**config.mk**
```make
export PLATFORM = sky130hd
export DESIGN_NAME = uncached_dbus_bridge
export DESIGN_NICKNAME = d
export VERILOG_FILES = /design/src/rtl/uncached_dbus_bridge.sv
export SDC_FILE = /design/constraint.sdc
export NUM_CORES = 1
export LEC_CHECK = 0
export BUFFER_PORTS_ARGS = -buffer_cell sky130_fd_sc_hd__buf_2
export CAP_MARGIN = 20
export CORE_MARGIN = 2
export CORE_UTILIZATION = 43
export DETAILED_ROUTE_END_ITERATION = 8
export PLACE_DENSITY = 0.81
export SYNTH_ARGS = -nofsm -noshare
export SYNTH_HDL_FRONTEND = slang
export SYNTH_SLANG_ARGS = --single-unit
export TNS_END_PERCENT = 30
```
**constraint.sdc**
```tcl
create_clock -name clk -period 1.65 [get_ports clk]
set_clock_uncertainty 0.15 [all_clocks]
set_input_delay 0.2475 -clock clk [delete_from_list [all_inputs] [get_ports clk]]
set_output_delay 0.2475 -clock clk [all_outputs]
set_load 0.005 [all_outputs]
```
**src/rtl/uncached_dbus_bridge.sv**
```systemverilog
// Uncached data-bus bridge: turns kseg1 dbus requests into single-beat cbus
// transactions, with an optional one-entry posted-write buffer for MMIO stores.
module uncached_dbus_bridge #(
    parameter bit POSTED_WRITE = 1'b1
) (
    input  logic        clk,
    input  logic        resetn,
    input  logic        dreq_valid,
    input  logic [31:0] dreq_addr,
    input  logic [2:0]  dreq_size,
    input  logic [3:0]  dreq_strobe,
    input  logic [31:0] dreq_data,
    input  logic        uncached,
    output logic        dresp_addr_ok,
    output logic        dresp_data_ok,
    output logic [31:0] dresp_data,
    output logic        creq_valid,
    output logic        creq_is_write,
    output logic [2:0]  creq_size,
    output logic [31:0] creq_addr,
    output logic [3:0]  creq_strobe,
    output logic [31:0] creq_data,
    output logic [3:0]  creq_len,
    output logic [1:0]  creq_burst,
    input  logic        cresp_ready,
    input  logic        cresp_last,
    input  logic [31:0] cresp_data,
    output logic        busy
);
    localparam logic [1:0] IDLE  = 2'd0;
    localparam logic [1:0] REQ   = 2'd1;
    localparam logic [1:0] RESP  = 2'd2;
    localparam logic [1:0] DRAIN = 2'd3;

    localparam logic [3:0] MLEN1           = 4'd0;
    localparam logic [1:0] AXI_BURST_FIXED = 2'd0;

    logic [1:0]  state_r;
    logic [1:0]  state_next_s;
    logic [31:0] addr_r;
    logic [2:0]  size_r;
    logic [3:0]  strobe_r;
    logic [31:0] data_r;
    logic        is_write_r;
    logic [31:0] rdata_r;

    logic accept_s;
    logic wr_s;
    logic posted_s;
    logic done_s;
    logic issuing_s;

    assign wr_s      = (dreq_strobe != 4'd0);
    assign accept_s  = (state_r == IDLE) && dreq_valid && uncached;
    assign posted_s  = POSTED_WRITE && wr_s;
    // Only ready together with last completes the single beat; ready alone holds.
    assign done_s    = cresp_ready && cresp_last;
    assign issuing_s = (state_r == REQ) || (state_r == DRAIN);

    // Next-state selection
    always_comb begin
        state_next_s = state_r;
        case (state_r)
            IDLE: begin
                if (accept_s) begin
                    state_next_s = posted_s ? DRAIN : REQ;
                end else begin
                    state_next_s = IDLE;
                end
            end
            REQ: begin
                if (done_s) begin
                    state_next_s = RESP;
                end else begin
                    state_next_s = REQ;
                end
            end
            RESP: begin
                state_next_s = IDLE;
            end
            DRAIN: begin
                if (done_s) begin
                    state_next_s = IDLE;
                end else begin
                    state_next_s = DRAIN;
                end
            end
            default: begin
                state_next_s = IDLE;
            end
        endcase
    end

    // State register, request-field capture and read-data capture
    always_ff @(posedge clk or negedge resetn) begin
        if (!resetn) begin
            state_r    <= IDLE;
            addr_r     <= 32'd0;
            size_r     <= 3'd0;
            strobe_r   <= 4'd0;
            data_r     <= 32'd0;
            is_write_r <= 1'b0;
            rdata_r    <= 32'd0;
        end else begin
            state_r <= state_next_s;
            if (accept_s) begin
                addr_r     <= dreq_addr;
                size_r     <= dreq_size;
                strobe_r   <= dreq_strobe;
                data_r     <= dreq_data;
                is_write_r <= wr_s;
            end
            if ((state_r == REQ) && done_s) begin
                rdata_r <= is_write_r ? 32'd0 : cresp_data;
            end
        end
    end

    // A posted write is acknowledged in its accept cycle, independent of cresp.
    assign dresp_addr_ok = accept_s;
    assign dresp_data_ok = (accept_s && posted_s) || (state_r == RESP);
    assign dresp_data    = (state_r == RESP) ? rdata_r : 32'd0;

    assign creq_valid    = issuing_s;
    assign creq_is_write = issuing_s && is_write_r;
    assign creq_size     = issuing_s ? size_r : 3'd0;
    assign creq_addr     = issuing_s ? addr_r : 32'd0;
    assign creq_strobe   = issuing_s ? strobe_r : 4'd0;
    assign creq_data     = issuing_s ? data_r : 32'd0;
    assign creq_len      = issuing_s ? MLEN1 : 4'd0;
    assign creq_burst    = issuing_s ? AXI_BURST_FIXED : 2'd0;

    assign busy = (state_r != IDLE);
endmodule

```
* Word-level counts from Yosys, hierarchy flattened
Index checks and enable logic that the tools add are counted.
** Word-level totals
- Register bits after elaboration :: 106
- Memory bits (read-only) :: 0
- Memories :: 0
- Latch bits :: 0
- Logic and storage cells :: 32
- RAM bits :: 0
- Bits of input ports :: 109
- Output and inout port bits :: 114
** Cells by class
- Reduce and logical (&&, ||, !) cells :: 11
- Div/mod/pow operators :: 0
- $add $sub $neg :: 0
- $lt $le $gt $ge :: 0
- Shift operators :: 0
- $mul :: 0
- Mux-type cells :: 11
- Equal/unequal tests :: 3
- Bitwise operators :: 0
** Operators by type and width (count)
- $mux 32 :: 4
- $mux 2 :: 4
- $pmux 2 s4 :: 1
- $logic_and 1x1->1 :: 6
- $eq 2x2->1 const B :: 2
- $mux 4 :: 1
- $reduce_bool 4->1 :: 1
- $mux 3 :: 1
- $eq 2x1->1 const B :: 1
- $logic_not 2->1 :: 1
- $logic_or 1x1->1 :: 2
- $reduce_bool 2->1 :: 1

* Logic depth before layout (Yosys ltp)
- Depth in word-level cells :: 5
- Mapped depth :: 4
- Mapped depth without buffers :: 2

* Least setup slack after synthesis
OpenSTA, ideal clock, no wires.
- Path kind :: register to register
- Start :: reg state_r[0]
- End :: reg addr_r[0]
- Stages on the path, launching flop included :: 5
- Buffers on the path :: 2
- Setup time :: 0.125 ns
- Period minus slack after synthesis :: 1.629 ns
- Data required time :: 1.375 ns
- Data arrival time :: 1.354 ns
- Slack :: 0.021 ns
- Cells stage by stage :: dfrtp_1 and4bb_4 buf_6 buf_6 mux2_4
** On the way
- Longest elaborated chain between the ends :: 3
** RTL lines
- start: declaration :: RTL line 38 : logic [1:0] state_r;
- start signal: assignment :: RTL line 105 : state_r <= state_next_s;
- $logic_not 2->1 :: RTL line 54 : assign accept_s = (state_r == IDLE) && dreq_valid && uncached;
- $logic_and 1x1->1 (2 in series) :: RTL line 54
- end signal: assignment :: RTL line 107 : addr_r <= dreq_addr;
- end: declaration :: RTL line 40 : logic [31:0] addr_r;
Every way passes these cells.
A chain may end at the register's enable or synchronous reset.

* Worst setup path in the final report
- Start :: reg state_r[1]
- End :: out dresp_data_ok
** On the way
- Longest elaborated chain between the ends :: 5
- Elaborated cells between the ends (all ways) :: 6
- Those cells by class :: eq/ne (1); reduce/logical (5)
** RTL lines
- $logic_not 2->1 :: RTL line 54
- $logic_and 1x1->1 (2 in series) :: RTL line 54
- $logic_and 1x1->1 :: RTL line 121 : assign dresp_data_ok = (accept_s && posted_s) || (state_r == RESP);
- $logic_or 1x1->1 * :: RTL line 121
- end: declaration :: RTL line 15 : output logic dresp_data_ok,
Mark *: on every way between the ends. The rest lies on a longest branch, timed or not.

==> flow_metrics.py <==
metrics = {
    "synthesis": {
        "yosys.area.top_type": "dfrtp_1",
        "synth-simple-area-share_pct": 17.8,
        "synth-edff-count": 0,
        "synth-warning-count": 0,
        "synth_top_area_share_pct": 52.1,
        "synth_seq_cells": 106,
        "async_reset_ff_share_pct": 100,
        "synth-main-ff-cell": "dfrtp_1",
        "yosysSeqAreaShare_pct": 52.1,
        "syn-cell-area_sq_um": 5090,
        "synth_compound_area_share_pct": 0.491,
        "synth_top_family_by_area": "multiplexers",
        "syn_area_per_cell_sq_um": 13.1,
        "synth_common_cells": "106 x dfrtp_1, 105 x and2_1, 68 x mux2_2",
        "synth_xor_area_share_pct": 0,
        "synth_mux_area_share_pct": 25.7,
        "ys_types": 17,
        "synth_area_leaders": "dfrtp_1 52%, mux2_2 15%, and2_1 13%, mux2_4 11%, nor2b_1 4.1%",
        "synth_cells": 390,
        "synthAdderAreaFrac_pct": 0,
        "post-synth-top-count-cell": "dfrtp_1",
    },
    "timing": {
        "finalHoldViolCount": 0,
        "period_share_pct": 115,
        "period_needed_ps": 1900,
        "slew_viol_final": 0,
        "worst_pin_slew_ps": 561,
        "rsz0062_at_grt": "yes",
        "setup_ws_ps": -248,
        "relSlewSlack_pct": 62.6,
        "setup_viol": 211,
        "fmax_mhz": 527,
    },
    "clock_network": {
        "clock_latency_ps": 340,
        "clockBufferDepth": 2,
        "clockRootBuffer": "clkbuf_16",
        "htreeDepth": 3,
        "clk_pin_slew_ps": 70,
        "cts_tree": "built",
        "cts.sinks": 106,
        "cts_buffers": 9,
    },
    "flow_run": {
        "max-cap-violations": 0,
    },
    "detailed_routing": {
        "viasPerCell": 5.01,
        "route.detailed.drc": 0,
        "num_vias": 4191,
        "drtIter0Drc": 220,
        "first_pass_iters": 4,
        "routed_wl_mm": 16.0,
        "post_drt_wl_per_cell_um": 19.1,
        "drtAntennaViolNets": 0,
    },
    "pwr": {
        "switching_share_pct": 30.1,
        "power_density_nw_per_um2": 1460,
        "leakagePower_nw": 4.09,
        "power_frac_comb_pct": 42.7,
        "p_int_mw": 8.13,
        "seqPwrFrac_pct": 38.2,
        "p_total_mw": 11.6,
        "p_switching_mw": 3.50,
        "ir_drop_mv": 0.914,
        "clock_power_share_pct": 19.0,
    },
    "die": {
        "initial_core_util_pct": 44.4,
        "num_rows": 39,
        "die_y_um": 113,
        "ios": 223,
        "die_w_um": 113,
        "die_area_sq_um": 12700,
        "core_area_sq_um": 11500,
    },
    "min_path": {
        "worst_hold_path.num_cells": 2,
        "hold_end": "strobe_r[0]$_DFFE_PN0P_",
        "hp-class": "in2reg",
        "min-delay-start": "dreq_strobe[0]",
    },
    "run_status": {
        "status": "finished with violations",
        "violations": "negative setup slack",
    },
    "layout": {
        "fillers": 715,
        "final_layout_size_suffix_gt1_share_pct": 57.8,
        "register_area_sq_um": 2650,
        "nNetsFinal": 796,
        "final_util_pct": 69.3,
        "multi_input_area_sq_um": 2440,
        "syn2layout_area_growth_pct": 56.0,
    },
    "global_routing": {
        "antenna_found_initial": 1,
        "grt_pass1_vias": 4420,
        "gr-usage-all-layers_pct": 23.5,
        "grt_max_degree": 107,
        "grt_pass1_wl_mm": 23.3,
        "grt.overflow.total": 0,
    },
    "place": {
        "dp_hpwl_mm": 8.14,
        "portBuffers": 216,
        "place_congestion": 0.769,
    },
    "critical_path": {
        "start_kind": "flop",
        "r2r_cells": 4,
        "rr_startpoint": "state_r[1]$_DFF_PN0_",
        "worstReg2RegEnd": "data_r[21]$_DFFE_PN0P_",
        "crit_fanout": 4,
        "cp.arrival_ps": 1500,
        "cp_data_required_time_ps": 1250,
        "ff2ff_setup_slack_ps": -110,
        "critPathKind": "reg2out",
        "cp-end-kind": "output pin",
    },
}
## sequential cells by signal, summed over array words and instances, names as in the netlist
name and cells:
is_write_r 1, size_r 3, strobe_r 4, addr_r 32, state_r 2, data_r 32
rdata_r 32
## final cells by class
cell class | instances | area share (%)
Timing Repair Buffer | 314 | 29.7
Antenna cell | 1 | 0.0315
Clock inverter | 4 | 0.614
Tap cell | 143 | 2.25
Clock buffer | 12 | 3.23
Sequential cell | 106 | 33.4
Multi-Input combinational cell | 256 | 30.8
## layout by cell type, fill, tap and decap left out
| cell | Yosys | layout |
|---|---|---|
| diode_2 | 0 | 1 |
| clkbuf_1 | 15 | 1 |
| buf_6 | 5 | 17 |
| clkinv_2 | 0 | 2 |
| buf_16 | 0 | 5 |
| inv_6 | 0 | 1 |
| mux2_2 | 68 | 43 |
| and4bb_4 | 1 | 1 |
| and4b_2 | 0 | 1 |
| a221o_1 | 1 | 1 |
| or2_4 | 0 | 1 |
| buf_2 | 5 | 201 |
| a21o_1 | 2 | 2 |
| dfrtp_2 | 0 | 1 |
| conb_1 | 1 | 6 |
| dlygate4sd3_1 | 0 | 69 |
| buf_4 | 8 | 8 |
| and2_1 | 105 | 74 |
| mux2_4 | 36 | 61 |
| and2_4 | 0 | 31 |
| dfrtp_1 | 106 | 105 |
| nor2b_1 | 33 | 32 |
| or4_1 | 1 | 1 |
| buf_12 | 0 | 7 |
| clkbuf_8 | 0 | 2 |
| bufinv_16 | 0 | 1 |
| clkbuf_16 | 0 | 12 |
| nand2_1 | 1 | 1 |
| buf_8 | 0 | 4 |
| nor2b_4 | 0 | 1 |
## layer usage
metal	GRT usage, %	vias up	routed length, um	share of wire, %
li1	-	1858	-	-
met1	28.3	2066	6000	38
met2	41.4	224	8260	52
met3	4.02	43	1160	7.3
met4	10.7	0	565	3.5
met5	0	-	0	0
## cell families after synthesis
logic type / after synthesis
DFF: 106
AOI/OAI and AO/OA: 3
other: 1
muxes: 104
and+or+nand+nor: 143
buffers and inverters: 33
## timing repair
item,4_1_cts,5_1_grt
resized for setup,32,61
endpoints found under the setup margin,170,212
cloned,3,3
hold endpoints to repair,174,0
hold buffers,69,0
pin swaps,1,4
setup buffers,9,3
## critical path: stages, from the launching register on
cell	delay, ps
dfrtp_1	410
and4bb_4	420
buf_8	120
a21o_1	100
buf_2	100
## worst max-delay path by stage
stage | start | endpoint | slack [ps] | depth (start not counted)
floorplan | state_r[0]$_DFF_PN0_ | addr_r[0]$_DFFE_PN0P_ | 20 | 4
global placement | dreq_strobe[1] | dresp_data_ok | -40 | 4
detailed placement | state_r[0]$_DFF_PN0_ | addr_r[9]$_DFFE_PN0P_ | -60 | 3
CTS | state_r[0]$_DFF_PN0_ | creq_addr[21] | -230 | 5
global route | state_r[0]$_DFF_PN0_ | dresp_data[18] | -310 | 5
finish | state_r[1]$_DFF_PN0_ | dresp_data_ok | -250 | 4
## power groups by stage
stage / clock [mW] / sequential [mW] / combinational (mW)
after detailed placement: 0 / 4.27 / 3.59
final: 2.21 / 4.45 / 4.97
after CTS: 2.22 / 4.28 / 4.15
after global placement: 0 / 4.21 / 3.47
after global routing: 2.34 / 4.54 / 5.25
after floorplan: 0 / 4.08 / 2.35
## through the flow
step                setup TNS (ps)  instances  worst slack [ps]  hold WS [ps]  area (sq um)
floorplan                        0        395              21.0          -198          5110
global placement             -67.7        732             -35.4           201          6350
detailed placement           -1310        732             -63.7           211          6350
CTS                         -23750        829              -232          2.22          7610
global route                -35320        836              -306          6.14          7950
finish                      -26370        836              -248          12.1          7950
Note: power is estimated with default switching activity, not from simulation.
